<file path="src/rtl/uart_rx_mmio_pkg.sv">
// Shared constants and types for the memory-mapped console UART receiver.
// Latency: n/a (declarations only). Backpressure: n/a.
// Contents: register offsets, status bit positions, receiver FSM state type, status word helper.
package uart_pkg;

  localparam logic [31:0] RX_DATA_OFS = 32'h0000_0000;
  localparam logic [31:0] RX_STAT_OFS = 32'h0000_0010;

  // Bit positions inside the status word
  localparam int STAT_TXRDY = 0;
  localparam int STAT_RXAV  = 1;
  localparam int STAT_OVR   = 2;
  localparam int STAT_FERR  = 3;

  typedef enum logic [2:0] {
    IDLE,
    START,
    DATA,
    STOP,
    BREAK
  } rx_state_e;

  // TX ready is hard-wired to 1: the transmitter on this SoC never stalls the core.
  function automatic logic [31:0] status_word(input logic ferr, input logic ovr, input logic avail);
    logic [31:0] w;
    w = 32'h0;
    w[STAT_TXRDY] = 1'b1;
    w[STAT_RXAV]  = avail;
    w[STAT_OVR]   = ovr;
    w[STAT_FERR]  = ferr;
    return w;
  endfunction

endpackage

</file>
<file path="src/rtl/uart_rx_mmio_if.sv">
// Data-memory bus slice seen by the UART receiver (request + registered read return).
// Latency: read data and hit flag appear the cycle after the request. Backpressure: none, always accepts.
// Signals: mem_valid/mem_write/mem_wmask/mem_wdata/mem_addr (request), mem_rdata/mem_rhit (response).
interface uart_rx_mmio_if;
  logic        mem_valid;
  logic        mem_write;
  logic [3:0]  mem_wmask;
  logic [31:0] mem_wdata;
  logic [31:0] mem_addr;
  logic [31:0] mem_rdata;
  logic        mem_rhit;

  modport master (
    output mem_valid, mem_write, mem_wmask, mem_wdata, mem_addr,
    input  mem_rdata, mem_rhit
  );

  modport slave (
    input  mem_valid, mem_write, mem_wmask, mem_wdata, mem_addr,
    output mem_rdata, mem_rhit
  );
endinterface

</file>
<file path="src/rtl/uart_rx_mmio_sync_fifo.sv">
// Small synchronous FIFO holding received bytes until the core reads them.
// Latency: head is combinational from storage; a push is visible at head the cycle after. Backpressure: push ignored when full unless a pop happens in the same cycle.
// Ports: clk, rst (sync, active-high), push/din, pop, head, full, empty, count.
module sync_fifo #(
  parameter int WIDTH = 8,
  parameter int LOG2  = 2
) (
  input  logic             clk,
  input  logic             rst,
  input  logic             push,
  input  logic [WIDTH-1:0] din,
  input  logic             pop,
  output logic [WIDTH-1:0] head,
  output logic             full,
  output logic             empty,
  output logic [LOG2:0]    count
);

  localparam int DEPTH = 1 << LOG2;

  logic [WIDTH-1:0] mem [DEPTH];
  logic [LOG2-1:0]  wr_ptr;
  logic [LOG2-1:0]  rd_ptr;
  logic             do_push;
  logic             do_pop;

  assign empty   = (count == '0);
  assign full    = (count == (LOG2+1)'(DEPTH));
  assign do_pop  = pop & ~empty;
  // When full, a same-cycle pop frees the slot being written (wr_ptr == rd_ptr);
  // head is read before the edge, so the outgoing byte is not disturbed.
  assign do_push = push & (~full | do_pop);
  assign head    = mem[rd_ptr];

  always_ff @(posedge clk) begin
    if (rst) begin
      wr_ptr <= '0;
      rd_ptr <= '0;
      count  <= '0;
    end else begin
      if (do_push) wr_ptr <= wr_ptr + 1'b1;
      if (do_pop)  rd_ptr <= rd_ptr + 1'b1;
      case ({do_push, do_pop})
        2'b10:   count <= count + 1'b1;
        2'b01:   count <= count - 1'b1;
        default: count <= count;
      endcase
    end
  end

  // Storage carries no reset; validity is tracked by count.
  always_ff @(posedge clk) begin
    if (do_push) mem[wr_ptr] <= din;
  end

endmodule

</file>
<file path="src/rtl/uart_rx_mmio.sv">
// Memory-mapped 8N1 UART receiver: deserialises rx into a FIFO, exposes data/status registers on the data-memory bus.
// Latency: byte pushed at the stop-bit sample point (~9.5 bit times + 2 sync cycles after the start edge); bus reads return one cycle after the request.
// Backpressure: none on the bus; a byte arriving into a full FIFO (no same-cycle pop) is dropped and flagged as overrun.
// Ports: clk, rst (sync, active-high), rx (async serial in), bus (slave side of uart_rx_mmio_if), irq_rx (FIFO not empty, registered).
module uart_rx_mmio
  import uart_pkg::*;
#(
  parameter logic [31:0] BASE_ADDR = 32'h7000_0000,
  parameter int          BAUD_DIV  = 16,
  parameter int          FIFO_LOG2 = 2
) (
  input  logic           clk,
  input  logic           rst,
  input  logic           rx,
  uart_rx_mmio_if.slave  bus,
  output logic           irq_rx
);

  localparam logic [15:0] CNT_HALF = 16'(BAUD_DIV / 2 - 1);
  localparam logic [15:0] CNT_FULL = 16'(BAUD_DIV - 1);

  // ---------------------------------------------------------------- synchroniser
  logic rx_m;
  logic rx_s;

  always_ff @(posedge clk) begin
    if (rst) begin
      rx_m <= 1'b1;
      rx_s <= 1'b1;
    end else begin
      rx_m <= rx;
      rx_s <= rx_m;
    end
  end

  // ---------------------------------------------------------------- receive FSM
  rx_state_e   state,  state_n;
  logic [15:0] cnt,    cnt_n;
  logic [2:0]  bitn,   bitn_n;
  logic [7:0]  shreg,  shreg_n;
  logic        push;
  logic        ferr_evt;

  always_ff @(posedge clk) begin
    if (rst) begin
      state <= IDLE;
      cnt   <= '0;
      bitn  <= '0;
      shreg <= '0;
    end else begin
      state <= state_n;
      cnt   <= cnt_n;
      bitn  <= bitn_n;
      shreg <= shreg_n;
    end
  end

  always_comb begin
    state_n  = state;
    cnt_n    = cnt;
    bitn_n   = bitn;
    shreg_n  = shreg;
    push     = 1'b0;
    ferr_evt = 1'b0;
    case (state)
      IDLE: begin
        if (!rx_s) begin
          state_n = START;
          cnt_n   = CNT_HALF;   // land the samples mid-bit
        end
      end
      START: begin
        if (cnt == '0) begin
          if (rx_s) begin
            state_n = IDLE;     // too short to be a start bit
          end else begin
            state_n = DATA;
            cnt_n   = CNT_FULL;
            bitn_n  = '0;
          end
        end else begin
          cnt_n = cnt - 1'b1;
        end
      end
      DATA: begin
        if (cnt == '0) begin
          shreg_n = {rx_s, shreg[7:1]};   // LSB arrives first
          cnt_n   = CNT_FULL;
          if (bitn == 3'd7) state_n = STOP;
          else              bitn_n  = bitn + 1'b1;
        end else begin
          cnt_n = cnt - 1'b1;
        end
      end
      STOP: begin
        if (cnt == '0) begin
          if (rx_s) begin
            push    = 1'b1;
            state_n = IDLE;
          end else begin
            ferr_evt = 1'b1;
            state_n  = BREAK;
          end
        end else begin
          cnt_n = cnt - 1'b1;
        end
      end
      BREAK: begin
        // Line held low after a bad stop bit: do not mistake it for a new start.
        if (rx_s) state_n = IDLE;
      end
      default: state_n = IDLE;
    endcase
  end

  // ---------------------------------------------------------------- FIFO
  logic [7:0]       fifo_head;
  logic             fifo_full;
  logic             fifo_empty;
  logic [FIFO_LOG2:0] fifo_count;
  logic             pop;

  sync_fifo #(
    .WIDTH (8),
    .LOG2  (FIFO_LOG2)
  ) u_fifo (
    .clk   (clk),
    .rst   (rst),
    .push  (push),
    .din   (shreg),
    .pop   (pop),
    .head  (fifo_head),
    .full  (fifo_full),
    .empty (fifo_empty),
    .count (fifo_count)
  );

  // ---------------------------------------------------------------- bus decode
  logic hit_data;
  logic hit_stat;
  logic rd_data;
  logic rd_stat;
  logic wr_stat;
  logic ovr_evt;
  logic overrun;
  logic frame_err;

  assign hit_data = bus.mem_valid && (bus.mem_addr == BASE_ADDR + RX_DATA_OFS);
  assign hit_stat = bus.mem_valid && (bus.mem_addr == BASE_ADDR + RX_STAT_OFS);
  assign rd_data  = hit_data && !bus.mem_write;
  assign rd_stat  = hit_stat && !bus.mem_write;
  assign wr_stat  = hit_stat &&  bus.mem_write && bus.mem_wmask[0];

  // Pop in the request cycle; the returned byte is the pre-pop head.
  assign pop      = rd_data && !fifo_empty;
  // A pop in the same cycle makes room, so full+pop+push is not an overrun.
  assign ovr_evt  = push && fifo_full && !pop;

  // Flag set wins over a same-cycle clear so no event is lost.
  always_ff @(posedge clk) begin
    if (rst) begin
      overrun   <= 1'b0;
      frame_err <= 1'b0;
    end else begin
      if (ovr_evt)
        overrun <= 1'b1;
      else if (rd_stat || (wr_stat && bus.mem_wdata[STAT_OVR]))
        overrun <= 1'b0;

      if (ferr_evt)
        frame_err <= 1'b1;
      else if (rd_stat || (wr_stat && bus.mem_wdata[STAT_FERR]))
        frame_err <= 1'b0;
    end
  end

  always_ff @(posedge clk) begin
    if (rst) begin
      bus.mem_rdata <= '0;
      bus.mem_rhit  <= 1'b0;
      irq_rx        <= 1'b0;
    end else begin
      if (rd_data)
        bus.mem_rdata <= fifo_empty ? 32'hFFFF_FFFF : {24'h0, fifo_head};
      else if (rd_stat)
        bus.mem_rdata <= status_word(frame_err, overrun, !fifo_empty);
      else
        bus.mem_rdata <= '0;
      bus.mem_rhit <= rd_data || rd_stat;
      irq_rx       <= (fifo_count != '0);
    end
  end

  // Write data bits and byte enables that carry no meaning for this block.
  logic unused_bus_bits;
  assign unused_bus_bits = ^{bus.mem_wdata[31:4], bus.mem_wdata[1:0], bus.mem_wmask[3:1]};

endmodule

</file>
<file path="src/flat_wrapper.sv">
// flat-port wrapper written by rule: the top's interface ports become plain ports
module uart_rx_mmio_flat import uart_pkg::*;
#(
  parameter logic [31:0] BASE_ADDR = 32'h7000_0000,
  parameter int          BAUD_DIV  = 16,
  parameter int          FIFO_LOG2 = 2
)
  (clk, rst, rx, irq_rx, bus_mem_valid, bus_mem_write, bus_mem_wmask, bus_mem_wdata, bus_mem_addr, bus_mem_rdata, bus_mem_rhit);
  uart_rx_mmio_if bus_i ();
  input  logic clk;
  input  logic rst;
  input  logic rx;
  output logic irq_rx;
  input wire logic [$bits(bus_i.mem_valid)-1:0] bus_mem_valid;
  input wire logic [$bits(bus_i.mem_write)-1:0] bus_mem_write;
  input wire logic [$bits(bus_i.mem_wmask)-1:0] bus_mem_wmask;
  input wire logic [$bits(bus_i.mem_wdata)-1:0] bus_mem_wdata;
  input wire logic [$bits(bus_i.mem_addr)-1:0] bus_mem_addr;
  output wire logic [$bits(bus_i.mem_rdata)-1:0] bus_mem_rdata;
  output wire logic [$bits(bus_i.mem_rhit)-1:0] bus_mem_rhit;
  assign bus_i.mem_valid = bus_mem_valid;
  assign bus_i.mem_write = bus_mem_write;
  assign bus_i.mem_wmask = bus_mem_wmask;
  assign bus_i.mem_wdata = bus_mem_wdata;
  assign bus_i.mem_addr = bus_mem_addr;
  assign bus_mem_rdata = bus_i.mem_rdata;
  assign bus_mem_rhit = bus_i.mem_rhit;
  uart_rx_mmio #(.BASE_ADDR(BASE_ADDR), .BAUD_DIV(BAUD_DIV), .FIFO_LOG2(FIFO_LOG2)) u_core (.clk(clk), .rst(rst), .rx(rx), .bus(bus_i), .irq_rx(irq_rx));
endmodule
</file>
<file path="config.mk">
export PLATFORM = sky130hd
export DESIGN_NAME = uart_rx_mmio_flat
export DESIGN_NICKNAME = d
export VERILOG_FILES = /design/src/rtl/uart_rx_mmio_pkg.sv /design/src/rtl/uart_rx_mmio_if.sv /design/src/rtl/uart_rx_mmio_sync_fifo.sv /design/src/rtl/uart_rx_mmio.sv /design/src/flat_wrapper.sv
export SDC_FILE = /design/constraint.sdc
export NUM_CORES = 1
export LEC_CHECK = 0
export CORE_UTILIZATION = 29
export CTS_CLUSTER_DIAMETER = 80
export DETAILED_ROUTE_END_ITERATION = 10
export SKIP_LAST_GASP = 1
export SLEW_MARGIN = 10
export SYNTH_ARGS = -nofsm -noshare
export SYNTH_HDL_FRONTEND = slang
export SYNTH_SLANG_ARGS = --single-unit
export TNS_END_PERCENT = 20
</file>
<file path="constraint.sdc">
create_clock -name clk -period 3.7 [get_ports clk]
set_input_delay 0.74 -clock clk [delete_from_list [all_inputs] [get_ports clk]]
set_output_delay 0.74 -clock clk [all_outputs]
set_load 0.02 [all_outputs]
</file>
# Word level (Yosys, flattened, before mapping)
# Memory sizes are Yosys's and may differ from the RTL's. A register that Yosys moved wholly into a read port is not among the register bits.
# Cells that the tools add are included.
# op_classes
n_addsub	6
n_eq_ne	20
n_mux	38
bitwise_logic	5
n_reduce_logical	30
# ops
cell	count
$mux W16	5
$eq A32 B31 Y1 const B	2
$mux W32	2
$pmux W16 S4	1
$mux W3	11
$logic_not A16 Y1	1
$sub A16 B1 Y16 const B	1
$pmux W3 S5	1
$mux W1	12
$pmux W3 S2	2
$logic_and A1 B1 Y1	11
$ne A2 B1 Y1 const B	5
$eq A3 B3 Y1 const B	3
$ne A2 B2 Y1 const B	4
$reduce_bool A2 Y1	4
$add A3 B1 Y3 const B	2
$eq A3 B2 Y1 const B	2
$logic_not A3 Y1	2
$mux W2	3
$reduce_and A6 Y1	1
$reduce_and A5 Y1	1
$add A2 B1 Y2 const B	2
$mux W4	1
$reduce_and A4 Y1	1
other kinds (13)	19
# totals
register_bits	75
mem_bits_rw	32
elab_cells	114
mem_count	1
# mem_list
name	depth	width	read_ports	rd_clocked_by_memory_dff	wr	line_no	text
u_core.u_fifo.mem	4	8	1	1	1	uart_rx_mmio_sync_fifo.sv:21	logic [WIDTH-1:0] mem [DEPTH];

# Logic depth before layout (Yosys ltp)
# depth
word_depth	9
ltp_mapped	12

# By module
# A second synthesis with hierarchy kept.
# hier_totals
cells_unflattened	353
area_unflattened_um2	3882.5
# by_module_without_submodules
module	n_inst	cells_per_inst	area_per_inst_um2	seq_area_each_um2
uart_rx_mmio	1	257	2237.1	900.9
sync_fifo	1	96	1645.3	1141.1

# Worst setup path after synthesis
# OpenSTA, ideal clock, no wires.
# synth_timing
kind	input port to flip-flop
startpoint	input port bus_mem_addr[1]
endpoint	register u_core.u_fifo.count[1]
setup_ns	0.061
arrival_time_ns	3.063
required_time_ns	3.639
setup_slack_ns	0.576
cell_stages	10
path_buffers	1
path_cell_list	nor4b_1 > nand4_1 > nor4_4 > buf_2 > nand3_1 > fa_1 > o21a_1 > a22o_1 > a211oi_1 > and4_1
# synth_between
elab_chain_cells	9
word_cells_on_any_way	11
classes_between	eq/ne (3); mux (1); bitwise (3); reduce/logical (4)
# synth_rtl
element	line_no	text
start: declaration	flat_wrapper.sv:18	input wire logic [$bits(bus_i.mem_addr)-1:0] bus_mem_addr;
$eq A32 B31 Y1 *	uart_rx_mmio.sv:148	assign hit_data = bus.mem_valid && (bus.mem_addr == BASE_ADDR + RX_DATA_OFS);
$logic_and A1 B1 Y1 *	uart_rx_mmio.sv:148	
$logic_and A1 B1 Y1 *	uart_rx_mmio.sv:150	assign rd_data = hit_data && !bus.mem_write;
$logic_and A1 B1 Y1 *	uart_rx_mmio.sv:155	assign pop = rd_data && !fifo_empty;
$and A1 B1 Y1 *	uart_rx_mmio_sync_fifo.sv:29	assign do_pop = pop & ~empty;
$or A1 B1 Y1	uart_rx_mmio_sync_fifo.sv:32	assign do_push = push & (~full | do_pop);
$and A1 B1 Y1	uart_rx_mmio_sync_fifo.sv:32	
$eq A2 B1 Y1 / $eq A2 B2 Y1 (equally long branches)	uart_rx_mmio_sync_fifo.sv:43	case ({do_push, do_pop})
$pmux W3 S2 / $reduce_bool A2 Y1 (equally long branches)	-	
end signal: assignment	uart_rx_mmio_sync_fifo.sv:44	2'b10: count <= count + 1'b1;
end signal: assignment	uart_rx_mmio_sync_fifo.sv:45	2'b01: count <= count - 1'b1;
end signal: assignment	uart_rx_mmio_sync_fifo.sv:46	default: count <= count;
end: declaration	uart_rx_mmio_sync_fifo.sv:16	output logic [LOG2:0] count
# Every way passes the cells marked *; elsewhere a longest branch is shown, timed or not.
# A chain may end at the register's enable or synchronous reset.

# Final worst setup path
# Same ends and word-level chain as after synthesis.

==> results by group <==
STA
  – Slew Limit Fails: 0
  – Worst slew pin tran: 0.8943 ns
  – Skew final: 0.004639 ns
  – Worst slew margin: 40.06%
  – Final Hold Fails: 0
  – Final Worst Setup Slack: 0.5403 ns
  – Fin Setup TNS: 0 ns
  – Tmin final: 3.160 ns
  – Setup violations, final: 0
  – Unrepaired setup endpoints after global routing: false
  – Highest clock rate: 316.5 MHz
  – Fin crit share: 85.40%

Finish
  – Footprint of the multi-input gates: 0.001667 sq mm
  – Final Cell Area: 0.005021 sq mm
  – Antenna cell count: 0
  – # fillers: 1291
  – Final design utilization: 37.62%
  – Area added between synthesis and finish: 25.96%
  – Nets: 493
  – Reg area: 0.002042 sq mm
  – Share of layout cells above drive strength 1: 10.55%

Yosys
  – Syn Area/Cell: 10.98 sq um
  – Yosys cell types: 57
  – Syn nets: 444
  – Fraction of registers with async set/reset: 0%
  – Mapped Cells: 363
  – Most frequent cell after synthesis: dfxtp_1
  – Top_reg_cell synth: dfxtp_1
  – Top cell type's share of synthesized area: 27.12%
  – Flops & latches, synth: 86
  – Synth top area cells: dfxtp_1, edfxtp_1, mux4_2
  – Syn Std Cell Area: 0.003986 sq mm
  – Seq/Total Area, Yosys: 51.22%
  – Top post-synthesis cells by count: dfxtp_1, nor2_1, edfxtp_1
  – Cell accounting for the most synthesized area: dfxtp_1
  – EDFF count, synth: 32
  – Synth warn: 0

Power
  – Leakage: 1.624 nW
  – Pwr Density: 449.8 mW/mm^2
  – Total power: 2.258 mW
  – Maximum vdd drop: 0.0002624 V

CTS
  – # hold bufs at CTS: 0
  – Post-CTS setup buffer count: 0
  – Worst skew pair latency: 0.33 ns
  – Max Root-Sink Buffers: 2
  – Clock transition at the registers of the reported paths: 0.06 ns
  – H-tree depth: 3
  – CTS tree: built
  – Clock sinks: 86
  – Post-CTS sizing: 0
  – Root Buffer: clkbuf_16
  – CTS buffer count: 9

Global routing
  – Vias in the first global route: 2732
  – GRT overflow: 0
  – Antenna violations before repair: 0
  – First-pass GRT wire length: 12800 um
  – GRT Util Overall: 11.45%
  – Largest net degree at the start of global routing: 25

Critical path
  – CP required: 3.97 ns
  – R2r setup slk: 0.60 ns
  – Cells along the critical path: clkdlybuf4s50_1 -> nor4b_1 -> nand4_1 -> nor4_4 -> nand3_1 -> fa_1 -> o21a_1 -> a22o_1 -> a211oi_1 -> and4_1
  – CP arrival: 3.43 ns
  – Crit path max fanout: 4
  – RR Endpoint: u_core.u_fifo.count[1]
  – Worst Setup End Kind: flop
  – Number of stages on the worst setup path: 10
  – Max incr delay on CP: 0.51 ns
  – Worst path bufs/invs: 1
  – Critical-path top delay cell: fa_1
  – Critical Path Source Type: primary input
  – Cells on worst reg2reg path: 11
  – Top cell family by delay on the critical path: simple AND/OR/NAND/NOR gates
  – R2r startpoint: u_core.cnt[0]
  – Crit Path Class: in2reg

Detailed routing
  – Routed len/inst: 13.26 um
  – Via Count: 2780
  – WL final: 7866 um
  – Drt via density: 4.688
  – Drt pass-1 iters: 4
  – Routed Antenna Nets: 0
  – DR iter-0 viols: 149
  – DR DRC count: 0

Floorplan
  – Die X: 119.2 um
  – Die Y: 119.2 um
  – I/O pin count: 107
  – Die Area: 0.01422 sq mm
  – FP Rows: 42
  – Initial Utilization: 29.87%
  – Core Area: 0.01335 sq mm

Place
  – HPWL Detailed: 5516 um
  – PortBufs: 73
  – Placed Area: 0.004723 sq mm
  – Final Wtd Congestion: 0.7904
  – Worst slack at placement: 0.1660 ns

Flow run
  – Maxcap violations: 0

Min path
  – Hold EP: u_core.rx_s
  – Hold Path Cell Cnt: 1
  – Hold crit path type: reg2reg
  – Hold Path Origin: u_core.rx_m

Run status
  – Status: complete, no violations
==> stage by stage <==
stage / hold slack, ns / cells
final: 0.4076 / 593
after global routing: 0.4272 / 593
after CTS: 0.4110 / 593
after detailed placement: 0.4005 / 577
after global placement: 0.4080 / 577
after floorplan: 0.3895 / 363
==> flip-flops by register name (all words and copies together), names as in the netlist, named ones only <==
| signal | cells |
|---|---|
| u_core.u_fifo.mem | 32 |
| u_core.cnt | 16 |
| u_core.bus.mem_rdata | 9 |
| u_core.shreg | 8 |
| u_core.bitn | 3 |
| u_core.state | 3 |
| u_core.u_fifo.count | 3 |
| u_core.u_fifo.rd_ptr | 2 |
| u_core.u_fifo.wr_ptr | 2 |
| u_core.bus.mem_rhit | 1 |
| u_core.frame_err | 1 |
| u_core.irq_rx | 1 |
| u_core.overrun | 1 |
| u_core.rx_m | 1 |
| u_core.rx_s | 1 |
==> power breakdown <==
group	total [mW]	switching, mW	internal (mW)
Sequential	1.04	0.0375	1.00
Combinational	0.333	0.176	0.157
Clock	0.887	0.363	0.524
Total	2.26	0.577	1.68
==> per-layer routing <==
metal	part of all wire, %	GRT usage (%)	vias up	wire [um]
li1	-	-	1401	-
met1	44	13.40	1304	3486
met2	49	19.62	63	3842
met3	4.8	2.011	12	381
met4	2.0	6.566	0	156
met5	0	0	-	0
==> worst reg2reg max path, delay by kind of cell (launching register included) <==
family	cells	cell delay, ns
compound gates	3	0.55
fa+ha+maj	2	0.72
buf+inv	1	0.06
flops	1	0.33
simple gates	5	1.38
==> layout by cell type (no fill, tap or decap), drive strengths merged, types with 4 or more instances in the layout <==
cell,synthesis,layout
and2,5,5
nor4,18,18
mux4,8,8
nor4b,6,6
clkdlybuf4s50,0,73
mux2i,10,10
clkinv,0,4
o21ai,7,7
buf,29,4
a21oi,9,9
a31oi,4,4
or3,6,6
edfxtp,32,32
nand2,11,11
or2,5,5
a211oi,5,5
inv,9,10
nand3,12,12
nand4,4,4
ha,7,7
nor3,17,17
o21a,10,10
clkbuf,10,9
dfxtp,54,54
nor2,42,42
xnor2,15,15
==> worst max-delay path by stage <==
| stage | startpoint | end | slack (ns) |
|---|---|---|---|
| 3_3_place_gp | bus_mem_addr[1] | u_core.u_fifo.count[1] | 0.24 |
| 4_1_cts | bus_mem_addr[1] | u_core.u_fifo.count[1] | 0.51 |
| 3_5_place_dp | bus_mem_addr[1] | u_core.u_fifo.count[1] | 0.17 |
| 5_1_grt | bus_mem_addr[30] | u_core.u_fifo.count[1] | 0.36 |
| 6_report | bus_mem_addr[1] | u_core.u_fifo.count[1] | 0.54 |
| 2_1_floorplan | bus_mem_addr[1] | u_core.u_fifo.count[1] | 0.58 |
==> layout make-up <==
cell class	instances	share of cell area (%)
Sequential cell	86	40.67
Clock inverter	7	1.445
Multi-Input combinational cell	229	33.19
Clock buffer	9	4.485
Inverter	9	0.6728
Timing Repair Buffer	77	15.15
Tap cell	176	4.386
==> cells by family (layout without fill, tap and decap cells) <==
logic type | count (synthesis) | in the layout | synth area share [%]
simple gates | 142 | 142 | 20.84
xor+xnor | 17 | 17 | 3.735
fa+ha+maj | 8 | 8 | 2.699
mux | 18 | 18 | 7.031
compound gates | 44 | 44 | 7.501
flops | 86 | 86 | 51.22
buf+inv | 48 | 102 | 6.968
Power figures use the tool's default switching activity.
